`src/rtl/arp_cache_table.sv`:
```
`default_nettype none
// ============================================================================
// Module   : arp_cache_table
// Purpose  : Resolves a next-hop IPv4 address to a MAC address using a small
//            fully-associative cache. On a miss it requests an ARP lookup,
//            waits for the receive path to learn the entry and retries with
//            a timeout before reporting failure.
// Options  : define ARP_CACHE_AGING_EN to age out entries that are not
//            refreshed (tick counter plus an 8-bit age per entry).
// Revision : 1.0 - initial release
// ============================================================================
module arp_cache_table #(
  parameter int          P_DEPTH         = 8,
  parameter logic [31:0] P_REPLY_TIMEOUT = 32'd156250,
  parameter int          P_MAX_RETRY     = 2,
  parameter logic [31:0] P_AGE_TICK      = 32'd156250000,
  parameter logic [7:0]  P_AGE_MAX       = 8'd60
) (
  input  logic        i_clk,
  input  logic        i_rst,
  input  logic [31:0] i_seek_ip,
  input  logic        i_seek_ip_valid,
  output logic [47:0] o_seek_mac,
  output logic        o_seek_mac_valid,
  output logic        o_seek_fail,
  output logic        o_busy,
  input  logic [31:0] i_update_ip,
  input  logic [47:0] i_update_mac,
  input  logic        i_update_valid,
  input  logic        i_flush,
  output logic        o_arp_req,
  output logic [31:0] o_arp_req_ip
);

  localparam int C_IDX_W = (P_DEPTH > 1) ? $clog2(P_DEPTH) : 1;

  typedef enum logic [2:0] {
    IDLE       = 3'd0,
    LOOKUP     = 3'd1,
    RESPOND    = 3'd2,
    ARP_REQ    = 3'd3,
    WAIT_REPLY = 3'd4
  } state_t;

  state_t               r_state;
  state_t               w_state_next;

  logic [31:0]          r_seek_ip;
  logic [47:0]          r_result_mac;
  logic                 r_result_fail;
  logic [31:0]          r_timer;
  logic [7:0]           r_retry;
  logic [31:0]          r_arp_req_ip;

  logic [P_DEPTH-1:0]   r_valid;
  logic [31:0]          r_ip  [P_DEPTH];
  logic [47:0]          r_mac [P_DEPTH];
  logic [C_IDX_W-1:0]   r_repl_ptr;

  logic                 w_upd_ok;
  logic                 w_reply;
  logic [P_DEPTH-1:0]   w_hit_vec;
  logic [47:0]          w_table_mac;
  logic                 w_lookup_hit;
  logic [47:0]          w_lookup_mac;
  logic                 w_upd_match;
  logic [C_IDX_W-1:0]   w_match_idx;
  logic                 w_has_free;
  logic [C_IDX_W-1:0]   w_free_idx;
  logic [C_IDX_W-1:0]   w_wr_idx;
  logic                 w_wr_en;
  logic                 w_wr_replace;
  logic                 w_timeout;
  logic                 w_retry_left;

  // An IP of zero is never a real neighbour, so such updates are ignored.
  assign w_upd_ok     = i_update_valid && (i_update_ip != 32'd0);
  assign w_reply      = w_upd_ok && (i_update_ip == r_seek_ip);
  assign w_timeout    = (r_timer == (P_REPLY_TIMEOUT - 32'd1));
  assign w_retry_left = (r_retry < 8'(P_MAX_RETRY));

  // Parallel compare of the latched seek IP against every valid entry.
  always_comb begin
    w_hit_vec   = '0;
    w_table_mac = '0;
    for (int i = 0; i < P_DEPTH; i++) begin
      if (r_valid[i] && (r_ip[i] == r_seek_ip)) begin
        w_hit_vec[i] = 1'b1;
        w_table_mac  = w_table_mac | r_mac[i];
      end
    end
  end

  // A same-cycle update for the sought IP wins; a flush forces a miss so a
  // flushed lookup can only complete through the ARP path.
  assign w_lookup_hit = !i_flush && (w_reply || (|w_hit_vec));
  assign w_lookup_mac = w_reply ? i_update_mac : w_table_mac;

  // Find the slot an update should land in: existing IP, else lowest free.
  always_comb begin
    w_upd_match = 1'b0;
    w_match_idx = '0;
    w_has_free  = 1'b0;
    w_free_idx  = '0;
    for (int i = P_DEPTH - 1; i >= 0; i--) begin
      if (r_valid[i] && (r_ip[i] == i_update_ip)) begin
        w_upd_match = 1'b1;
        w_match_idx = C_IDX_W'(i);
      end
      if (!r_valid[i]) begin
        w_has_free = 1'b1;
        w_free_idx = C_IDX_W'(i);
      end
    end
  end

  assign w_wr_en      = w_upd_ok && !i_flush;
  assign w_wr_replace = w_wr_en && !w_upd_match && !w_has_free;
  assign w_wr_idx     = w_upd_match ? w_match_idx :
                        (w_has_free ? w_free_idx : r_repl_ptr);

`ifdef ARP_CACHE_AGING_EN
  logic [31:0] r_age_cnt;
  logic [7:0]  r_age [P_DEPTH];
  logic        w_age_tick;

  assign w_age_tick = (r_age_cnt == (P_AGE_TICK - 32'd1));

  // Free-running tick prescaler for entry aging.
  always_ff @(posedge i_clk or negedge i_rst) begin
    if (!i_rst) begin
      r_age_cnt <= '0;
    end else if (w_age_tick) begin
      r_age_cnt <= '0;
    end else begin
      r_age_cnt <= r_age_cnt + 32'd1;
    end
  end
`else
  // Aging parameters have no effect in this build.
  if ((P_AGE_TICK == 32'd0) || (P_AGE_MAX == 8'd0)) begin : g_age_disabled
  end
`endif

  // Entry valid bits, replacement pointer and (optionally) entry ages.
  always_ff @(posedge i_clk or negedge i_rst) begin
    if (!i_rst) begin
      r_valid    <= '0;
      r_repl_ptr <= '0;
`ifdef ARP_CACHE_AGING_EN
      for (int i = 0; i < P_DEPTH; i++) r_age[i] <= '0;
`endif
    end else begin
`ifdef ARP_CACHE_AGING_EN
      for (int i = 0; i < P_DEPTH; i++) begin
        if (w_age_tick && r_valid[i]) begin
          if (r_age[i] != 8'hFF) r_age[i] <= r_age[i] + 8'd1;
          if (({1'b0, r_age[i]} + 9'd1) >= {1'b0, P_AGE_MAX}) r_valid[i] <= 1'b0;
        end
        if ((r_state == LOOKUP) && w_hit_vec[i]) r_age[i] <= '0;
      end
`endif
      if (i_flush) begin
        r_valid <= '0;
      end else if (w_wr_en) begin
        r_valid[w_wr_idx] <= 1'b1;
`ifdef ARP_CACHE_AGING_EN
        r_age[w_wr_idx] <= '0;
`endif
        if (w_wr_replace) begin
          r_repl_ptr <= (r_repl_ptr == C_IDX_W'(P_DEPTH - 1)) ? '0 : r_repl_ptr + 1'b1;
        end
      end
    end
  end

  // Entry payload storage; validity is tracked separately so no reset needed.
  always_ff @(posedge i_clk) begin
    if (w_wr_en) begin
      r_ip[w_wr_idx]  <= i_update_ip;
      r_mac[w_wr_idx] <= i_update_mac;
    end
  end

  // State register.
  always_ff @(posedge i_clk or negedge i_rst) begin
    if (!i_rst) r_state <= IDLE;
    else        r_state <= w_state_next;
  end

  // Next-state logic and state-decoded output strobes.
  always_comb begin
    w_state_next     = r_state;
    o_busy           = (r_state != IDLE);
    o_seek_mac_valid = 1'b0;
    o_seek_fail      = 1'b0;
    o_seek_mac       = '0;
    o_arp_req        = 1'b0;
    case (r_state)
      IDLE: begin
        if (i_seek_ip_valid) w_state_next = LOOKUP;
      end
      LOOKUP: begin
        w_state_next = w_lookup_hit ? RESPOND : ARP_REQ;
      end
      RESPOND: begin
        o_seek_mac_valid = 1'b1;
        o_seek_fail      = r_result_fail;
        o_seek_mac       = r_result_mac;
        w_state_next     = IDLE;
      end
      ARP_REQ: begin
        o_arp_req    = 1'b1;
        w_state_next = WAIT_REPLY;
      end
      WAIT_REPLY: begin
        if (w_reply)        w_state_next = RESPOND;
        else if (w_timeout) w_state_next = w_retry_left ? ARP_REQ : RESPOND;
      end
      default: w_state_next = IDLE;
    endcase
  end

  // Lookup context: seek IP, result, reply timer and retry count.
  always_ff @(posedge i_clk or negedge i_rst) begin
    if (!i_rst) begin
      r_seek_ip     <= '0;
      r_result_mac  <= '0;
      r_result_fail <= 1'b0;
      r_timer       <= '0;
      r_retry       <= '0;
      r_arp_req_ip  <= '0;
    end else begin
      case (r_state)
        IDLE: begin
          if (i_seek_ip_valid) begin
            r_seek_ip <= i_seek_ip;
            r_retry   <= '0;
          end
        end
        LOOKUP: begin
          r_result_mac  <= w_lookup_mac;
          r_result_fail <= 1'b0;
        end
        ARP_REQ: begin
          r_timer <= '0;
        end
        WAIT_REPLY: begin
          r_timer <= r_timer + 32'd1;
          if (w_reply) begin
            r_result_mac  <= i_update_mac;
            r_result_fail <= 1'b0;
          end else if (w_timeout) begin
            if (w_retry_left) begin
              r_retry <= r_retry + 8'd1;
            end else begin
              r_result_mac  <= 48'hFFFF_FFFF_FFFF;
              r_result_fail <= 1'b1;
            end
          end
        end
        default: ;
      endcase
      // Target IP is loaded as the request strobe starts and held afterwards.
      if ((w_state_next == ARP_REQ) && (r_state != ARP_REQ)) r_arp_req_ip <= r_seek_ip;
    end
  end

  assign o_arp_req_ip = r_arp_req_ip;

endmodule
`default_nettype wire
```
`config.mk`:
```
export PLATFORM = sky130hd
export DESIGN_NAME = arp_cache_table
export DESIGN_NICKNAME = d
export VERILOG_FILES = /design/src/rtl/arp_cache_table.sv
export SDC_FILE = /design/constraint.sdc
export NUM_CORES = 2
export LEC_CHECK = 0
export CORE_MARGIN = 2
export CORE_UTILIZATION = 50
export CTS_CLUSTER_DIAMETER = 200
export DETAILED_ROUTE_END_ITERATION = 8
export HOLD_SLACK_MARGIN = 0.15
export PLACE_DENSITY = 0.69
export SKIP_CTS_REPAIR_TIMING = 1
export SYNTH_ARGS = -nofsm -noshare
export SYNTH_HDL_FRONTEND = slang
export SYNTH_SLANG_ARGS = --single-unit
export TNS_END_PERCENT = 100
```
`constraint.sdc`:
```
create_clock -name i_clk -period 17.2 [get_ports i_clk]
set_input_delay 3.44 -clock i_clk [delete_from_list [all_inputs] [get_ports i_clk]]
set_output_delay 3.44 -clock i_clk [all_outputs]
set_load 0.02 [all_outputs]
```
# [After elaboration in Yosys (flattened, before gate mapping)]
# Memory sizes are Yosys's and may differ from the RTL's.
# Cells that the tools add are included.
[classes] addsub=3 reduce_logical=40 multipliers=0 n_lt_le_gt_ge=3 n_div=0 muxes=82 n_shift=0 eq_ne=31 bitwise=9
[op_table] cell="48-bit 2-to-1 mux" n=13
[op_table] cell="32-bit equality test" n=17
[op_table] cell="48-bit OR" n=7
[op_table] cell="48-bit case mux with 2 select lines" n=1
[op_table] cell="3-bit 2-to-1 mux" n=22
[op_table] cell="32-bit case mux with 2 select lines" n=1
[op_table] cell="8-bit 2-to-1 mux" n=6
[op_table] cell="1-bit 2-to-1 mux" n=35
[op_table] cell="32-bit by 1-bit adder with 32-bit output (second input constant)" n=1
[op_table] cell="32-bit by 18-bit equality test with 1-bit output (second input constant)" n=1
[op_table] cell="32-bit nonzero test" n=1
[op_table] cell="1-bit logical AND" n=24
[op_table] cell="8-bit case mux with 2 select lines" n=1
[op_table] cell="3-bit case mux with 4 select lines" n=1
[op_table] cell="3-bit by 2-bit equality test with 1-bit output (second input constant)" n=3
[op_table] cell="8-bit by 1-bit adder with 8-bit output (second input constant)" n=1
[op_table] cell="8-bit by 2-bit < comparator with 1-bit output (second input constant)" n=1
[op_table] cell="2-bit inequality test (second input constant)" n=4
[op_table] cell="8-bit OR" n=1
[op_table] cell="2-bit nonzero test" n=4
[op_table] cell="8-bit OR reduction" n=1
[op_table] cell="3-bit equality test (second input constant)" n=2
[op_table] cell="3-bit inequality test (second input constant)" n=2
[op_table] cell="3-bit AND reduction" n=2
[op_table] cell="other kinds (14)" n=16
[word_totals] mem_bits_rw=640 mem_bits_ro=0 memories=2 output_inout_bits=84 inputBits=117 reg_bits=167 latch_bits=0 elab_cells=179
[memory_table] memory="r_mac" words=8 word_bits=48 rd=8 rd_clocked_by_memory_dff=0 wr=1 line="57" text="logic [47:0] r_mac [P_DEPTH];"
[memory_table] memory="r_ip" words=8 word_bits=32 rd=8 rd_clocked_by_memory_dff=0 wr=1 line="56" text="logic [31:0] r_ip [P_DEPTH];"

# [Logic depth before layout (Yosys ltp)]
[logic_depth] depth_word=19 mapped_depth=12 mapped_depth_nobuf=9

# [Least setup slack after synthesis]
# OpenSTA, ideal clock, no wires.
[synth_timing] path_kind="input to register" startpoint="input port i_update_ip[31]" endpoint="memory r_ip[4][0], enable pin" required_ns=16.681 stages=10 arrival_time_ns=8.690 setup_time_ns=0.519 path_buffers=2 slack_ns=7.991 path_cell_list="buf_2 xor2_1 nor4_1 nand4_1 or4_1 and3_1 a22oi_1 nand2b_1 clkbuf_1 nor2_1"
[synth_via] elab_chain_cells=11 word_cells_on_any_way=38 classes_between="8 x eq/ne; 19 x mux; 11 x reduce/logical"
[synth_lines] element="start: declaration" line="27" text="input logic [31:0] i_update_ip,"
[synth_lines] element="32-bit equality test" line="106" text="if (r_valid[i] && (r_ip[i] == i_update_ip)) begin"
[synth_lines] element="1-bit logical AND" line="106"
[synth_lines] element="3-bit 2-to-1 mux or 1-bit 2-to-1 mux (tied branches) (8 in a row)" line="106"
[synth_lines] element="3-bit 2-to-1 mux" line="119" text="assign w_wr_idx = w_upd_match ? w_match_idx :"
[synth_lines] element="end: declaration" line="56"
# Parallel ways exist; a longest one is shown, timed or not.

# [Worst setup path after layout]
[layout_timing] startpoint="input port i_update_ip[16]" endpoint="memory r_mac[0][2], enable pin"
[layout_via] elab_chain_cells=11 word_cells_on_any_way=38 classes_between="8 x eq/ne; 19 x mux; 11 x reduce/logical"
[layout_lines] element="32-bit equality test" line="106"
[layout_lines] element="1-bit logical AND" line="106"
[layout_lines] element="3-bit 2-to-1 mux or 1-bit 2-to-1 mux (tied branches) (8 in a row)" line="106"
[layout_lines] element="3-bit 2-to-1 mux" line="119"
[layout_lines] element="end: declaration" line="57"
# Parallel ways exist; a longest one is shown, timed or not.

==> out/metrics.csv <==
metric;value;unit
status;finished, final reports clean;
grt_use_total;29.97;%
critical_path.endpoint_type;flop;
fin_setup_tns;0;ns
register_bit_total_from_synthesis;807;
drive_gt1_share;10.58;%
tightest_slew;1.369;ns
yosys_warnings;0;
maxCapViolCount;0;
initial_cell_density_of_the_core;50.40;%
skew_final;0.03298;ns
worstHoldPathType;reg2reg;
avg_cell_area_syn;13.90;sq um
port-buffer-count;200;
leakage_power_total;14.62;nW
numClockSinks;807;
drt.antenna.violating_nets;0;
avgRoutedWirePerCell;29.17;um
yosys_most_used_dff;sky130_fd_sc_hd__edfxtp_1;
final_critical_path_setup_slack;8.566;ns
detailedPlace.worstSlack;7.973;ns
path_class;in2reg;
ys_async_sr_fraction;20.69;%
hold_path_startpoint;r_retry[3];
syn_nets;2710;
synth.distinct_cells;66;
grt.overflow.total;0;
num_vias;23508;
drt_pre_antenna_iters;6;
timing.final.hold_violations;0;
synth.yosys.seq_area_share;65.05;%
worst_hold_path.endpoint;r_retry[3];
syn_area;35970;sq um
crit_required;17.47;ns
vdd.ir_drop.worst;0.08989;mV
crit_path_max_fanout;48;
timing.final.crit_share;50.20;%
dp_hpwl;68180;um
die_width;272.2;um
timing.rr.start;r_ip[6][21];
core_area;71360;sq um
maxClockFrequency;115.8;MHz
top_level_ports;201;
final_net_count;2934;
grt_setup_unrepaired;false;
clk_path_buf_depth;3;
setup_viol_count_final;0;
post_cts_clock_slew_at_the_launch_and_capture_registers_of_the_worst_setup_and_hold_paths;0.06;ns
timing.critical_path.arrival;8.90;ns
final.min_clock_period;8.634;ns
post-route-drc-count;0;
grt_max_degree;80;
total_routed_length;111900;um
via_per_inst;6.130;
die_height;272.2;um
die_footprint;74100;sq um
grt_pass1_wl;162100;um
timing.final.max_slew_violations;0;
worst_skew_pair.late_latency;0.65;ns
antenna_found_initial;6;
grt_pass1_vias;23152;
syn_inst;2588;
cts_tree;yes;
rows;98;
fillCellCount;5624;
cts-buffers-inserted;86;
slew-limit-headroom;8.449;%
power.density_cell_area;100.4;nW/um^2
fin_total_pwr;0.004207;W
final_weighted_congestion_in_routability_driven_placement;0.9805;
worst_r2r_endpoint;r_mac[0][2];
ff2ff_path_depth;9;
layout-area-overhead-vs-synth;16.52;%
library_cell_used_as_clock_root_buffer;sky130_fd_sc_hd__clkbuf_16;
synth_enable_flop_cells;640;
clock_tree.htree_level_count;3;
holdPathStages;1;
reg2reg_slack;11.90;ns
detail_route.iter0.violations;3126;
critical_path_launch_point_type;input port;
layout by cell type (no fill, tap or decap), types with 44 or more instances in the layout:
cell	count
sky130_fd_sc_hd__inv_1	44
sky130_fd_sc_hd__clkdlybuf4s50_1	199
sky130_fd_sc_hd__a22oi_1	185
sky130_fd_sc_hd__clkbuf_16	88
sky130_fd_sc_hd__nand4_1	67
sky130_fd_sc_hd__nand2_1	165
sky130_fd_sc_hd__edfxtp_1	640
sky130_fd_sc_hd__xnor2_1	186
sky130_fd_sc_hd__dfrtp_1	167
sky130_fd_sc_hd__and2_1	57
sky130_fd_sc_hd__xor2_1	357
sky130_fd_sc_hd__buf_4	84
sky130_fd_sc_hd__nand3_1	78
sky130_fd_sc_hd__nor4_1	120
state kept, by name, summed over array words and instances (netlist names):
signal	cells
r_mac	384
r_state	3
r_timer	32
r_result_fail	1
r_valid	8
r_result_mac	48
r_ip	256
o_arp_req_ip	32
r_seek_ip	32
r_repl_ptr	3
r_retry	8
per-layer routing:
metal  track usage (%)  vias up  share of wire (%)
li1                  -    10066                  -
met1             43.77    11983                 42
met2             45.84     1285                 46
met3             7.044      166                 10
met4             6.666        8                1.9
met5                 0        -              0.046
final cells by class:
cell class / instances / area (sq um) / area share, %
diodes: 1 / 2.502 / 0.005971
clock buffers: 116 / 2377 / 5.673
clock inverters: 44 / 474.2 / 1.132
inverters: 44 / 165.2 / 0.3941
multi-input cells: 1589 / 11670 / 27.84
flip-flops and latches: 807 / 23400 / 55.83
well taps: 950 / 1189 / 2.836
repair buffers: 284 / 2636 / 6.291
cell families after synthesis:
group                    Yosys count  synth area share (%)
buffers and inverters            192                 2.873
XOR/XNOR                         543                 13.22
adder cells (fa/ha/maj)            5                0.1739
AND/OR/NAND/NOR                  639                 9.713
AO/OA/AOI/OAI                    343                 6.829
multiplexers                      59                 2.136
flip-flops                       807                 65.05
through the flow:
stage	cells	area [sq um]	hold WS, ns	util [%]
finish	3835	41910	0.4853	58.72
global route	3835	41910	0.5119	58.72
CTS	3834	41910	0.4904	58.72
detailed placement	3674	39050	0.4747	54.73
global placement	3674	39050	0.4614	54.73
floorplan	2588	35970	0.4437	-
worst max-delay path, stage by stage:
cell and delay, ns:
sky130_fd_sc_hd__clkdlybuf4s50_1 1.14, sky130_fd_sc_hd__xor2_1 0.42, sky130_fd_sc_hd__nor4_1 0.34, sky130_fd_sc_hd__nand4_1 0.12
sky130_fd_sc_hd__or4_1 0.67, sky130_fd_sc_hd__and3_1 0.23, sky130_fd_sc_hd__a22oi_1 0.21, sky130_fd_sc_hd__nand2b_1 0.36
sky130_fd_sc_hd__nor2_4 1.05, sky130_fd_sc_hd__buf_4 0.77
how the worst max path moves through the flow:
stage	endpoint	start	depth (start not counted)	slack, ns
after global routing	r_mac[0][0]	i_update_ip[16]	10	8.46
after detailed placement	r_mac[0][40]	i_update_ip[16]	10	7.97
after CTS	r_mac[0][2]	i_update_ip[16]	10	8.65
after global placement	r_mac[0][40]	i_update_ip[16]	10	8.01
final	r_mac[0][2]	i_update_ip[16]	10	8.57
after floorplan	r_ip[4][0]	i_update_ip[31]	10	7.99
where the power goes:
group	switching, W	internal (W)
Clock	0.000790	0.00108
Sequential	0.0000153	0.00214
Combinational	0.000119	0.0000628
Total	0.000923	0.00328
cell usage after synthesis (5+ instances only):
cell type / count / area share (%)
sky130_fd_sc_hd__nor2_1: 21 / 0.22
sky130_fd_sc_hd__a221oi_1: 6 / 0.15
sky130_fd_sc_hd__nand2_1: 165 / 1.7
sky130_fd_sc_hd__o21ai_0: 33 / 0.46
sky130_fd_sc_hd__a31oi_1: 18 / 0.31
sky130_fd_sc_hd__o22ai_1: 9 / 0.16
sky130_fd_sc_hd__mux2_4: 30 / 1.3
sky130_fd_sc_hd__mux2i_1: 7 / 0.19
sky130_fd_sc_hd__nand4_1: 67 / 1.2
sky130_fd_sc_hd__mux2_2: 21 / 0.66
sky130_fd_sc_hd__nor4_1: 123 / 2.1
sky130_fd_sc_hd__o211ai_1: 38 / 0.79
sky130_fd_sc_hd__buf_4: 42 / 0.88
sky130_fd_sc_hd__and3_1: 24 / 0.42
sky130_fd_sc_hd__ha_1: 5 / 0.17
sky130_fd_sc_hd__clkbuf_1: 49 / 0.51
sky130_fd_sc_hd__xor2_1: 357 / 8.7
sky130_fd_sc_hd__buf_6: 7 / 0.22
sky130_fd_sc_hd__dfrtp_1: 167 / 12
sky130_fd_sc_hd__o31ai_1: 8 / 0.17
sky130_fd_sc_hd__xnor2_1: 186 / 4.5
sky130_fd_sc_hd__nor4_2: 5 / 0.17
sky130_fd_sc_hd__o21ai_1: 20 / 0.28
sky130_fd_sc_hd__and2_1: 57 / 0.99
sky130_fd_sc_hd__inv_1: 44 / 0.46
sky130_fd_sc_hd__buf_2: 43 / 0.60
sky130_fd_sc_hd__a22oi_1: 185 / 3.9
sky130_fd_sc_hd__nor2b_1: 7 / 0.12
sky130_fd_sc_hd__edfxtp_1: 640 / 53
sky130_fd_sc_hd__nand2b_1: 38 / 0.66
sky130_fd_sc_hd__nand3_1: 78 / 1.1
sky130_fd_sc_hd__nor3_1: 29 / 0.40
Note: power is estimated with default switching activity, not from simulation.
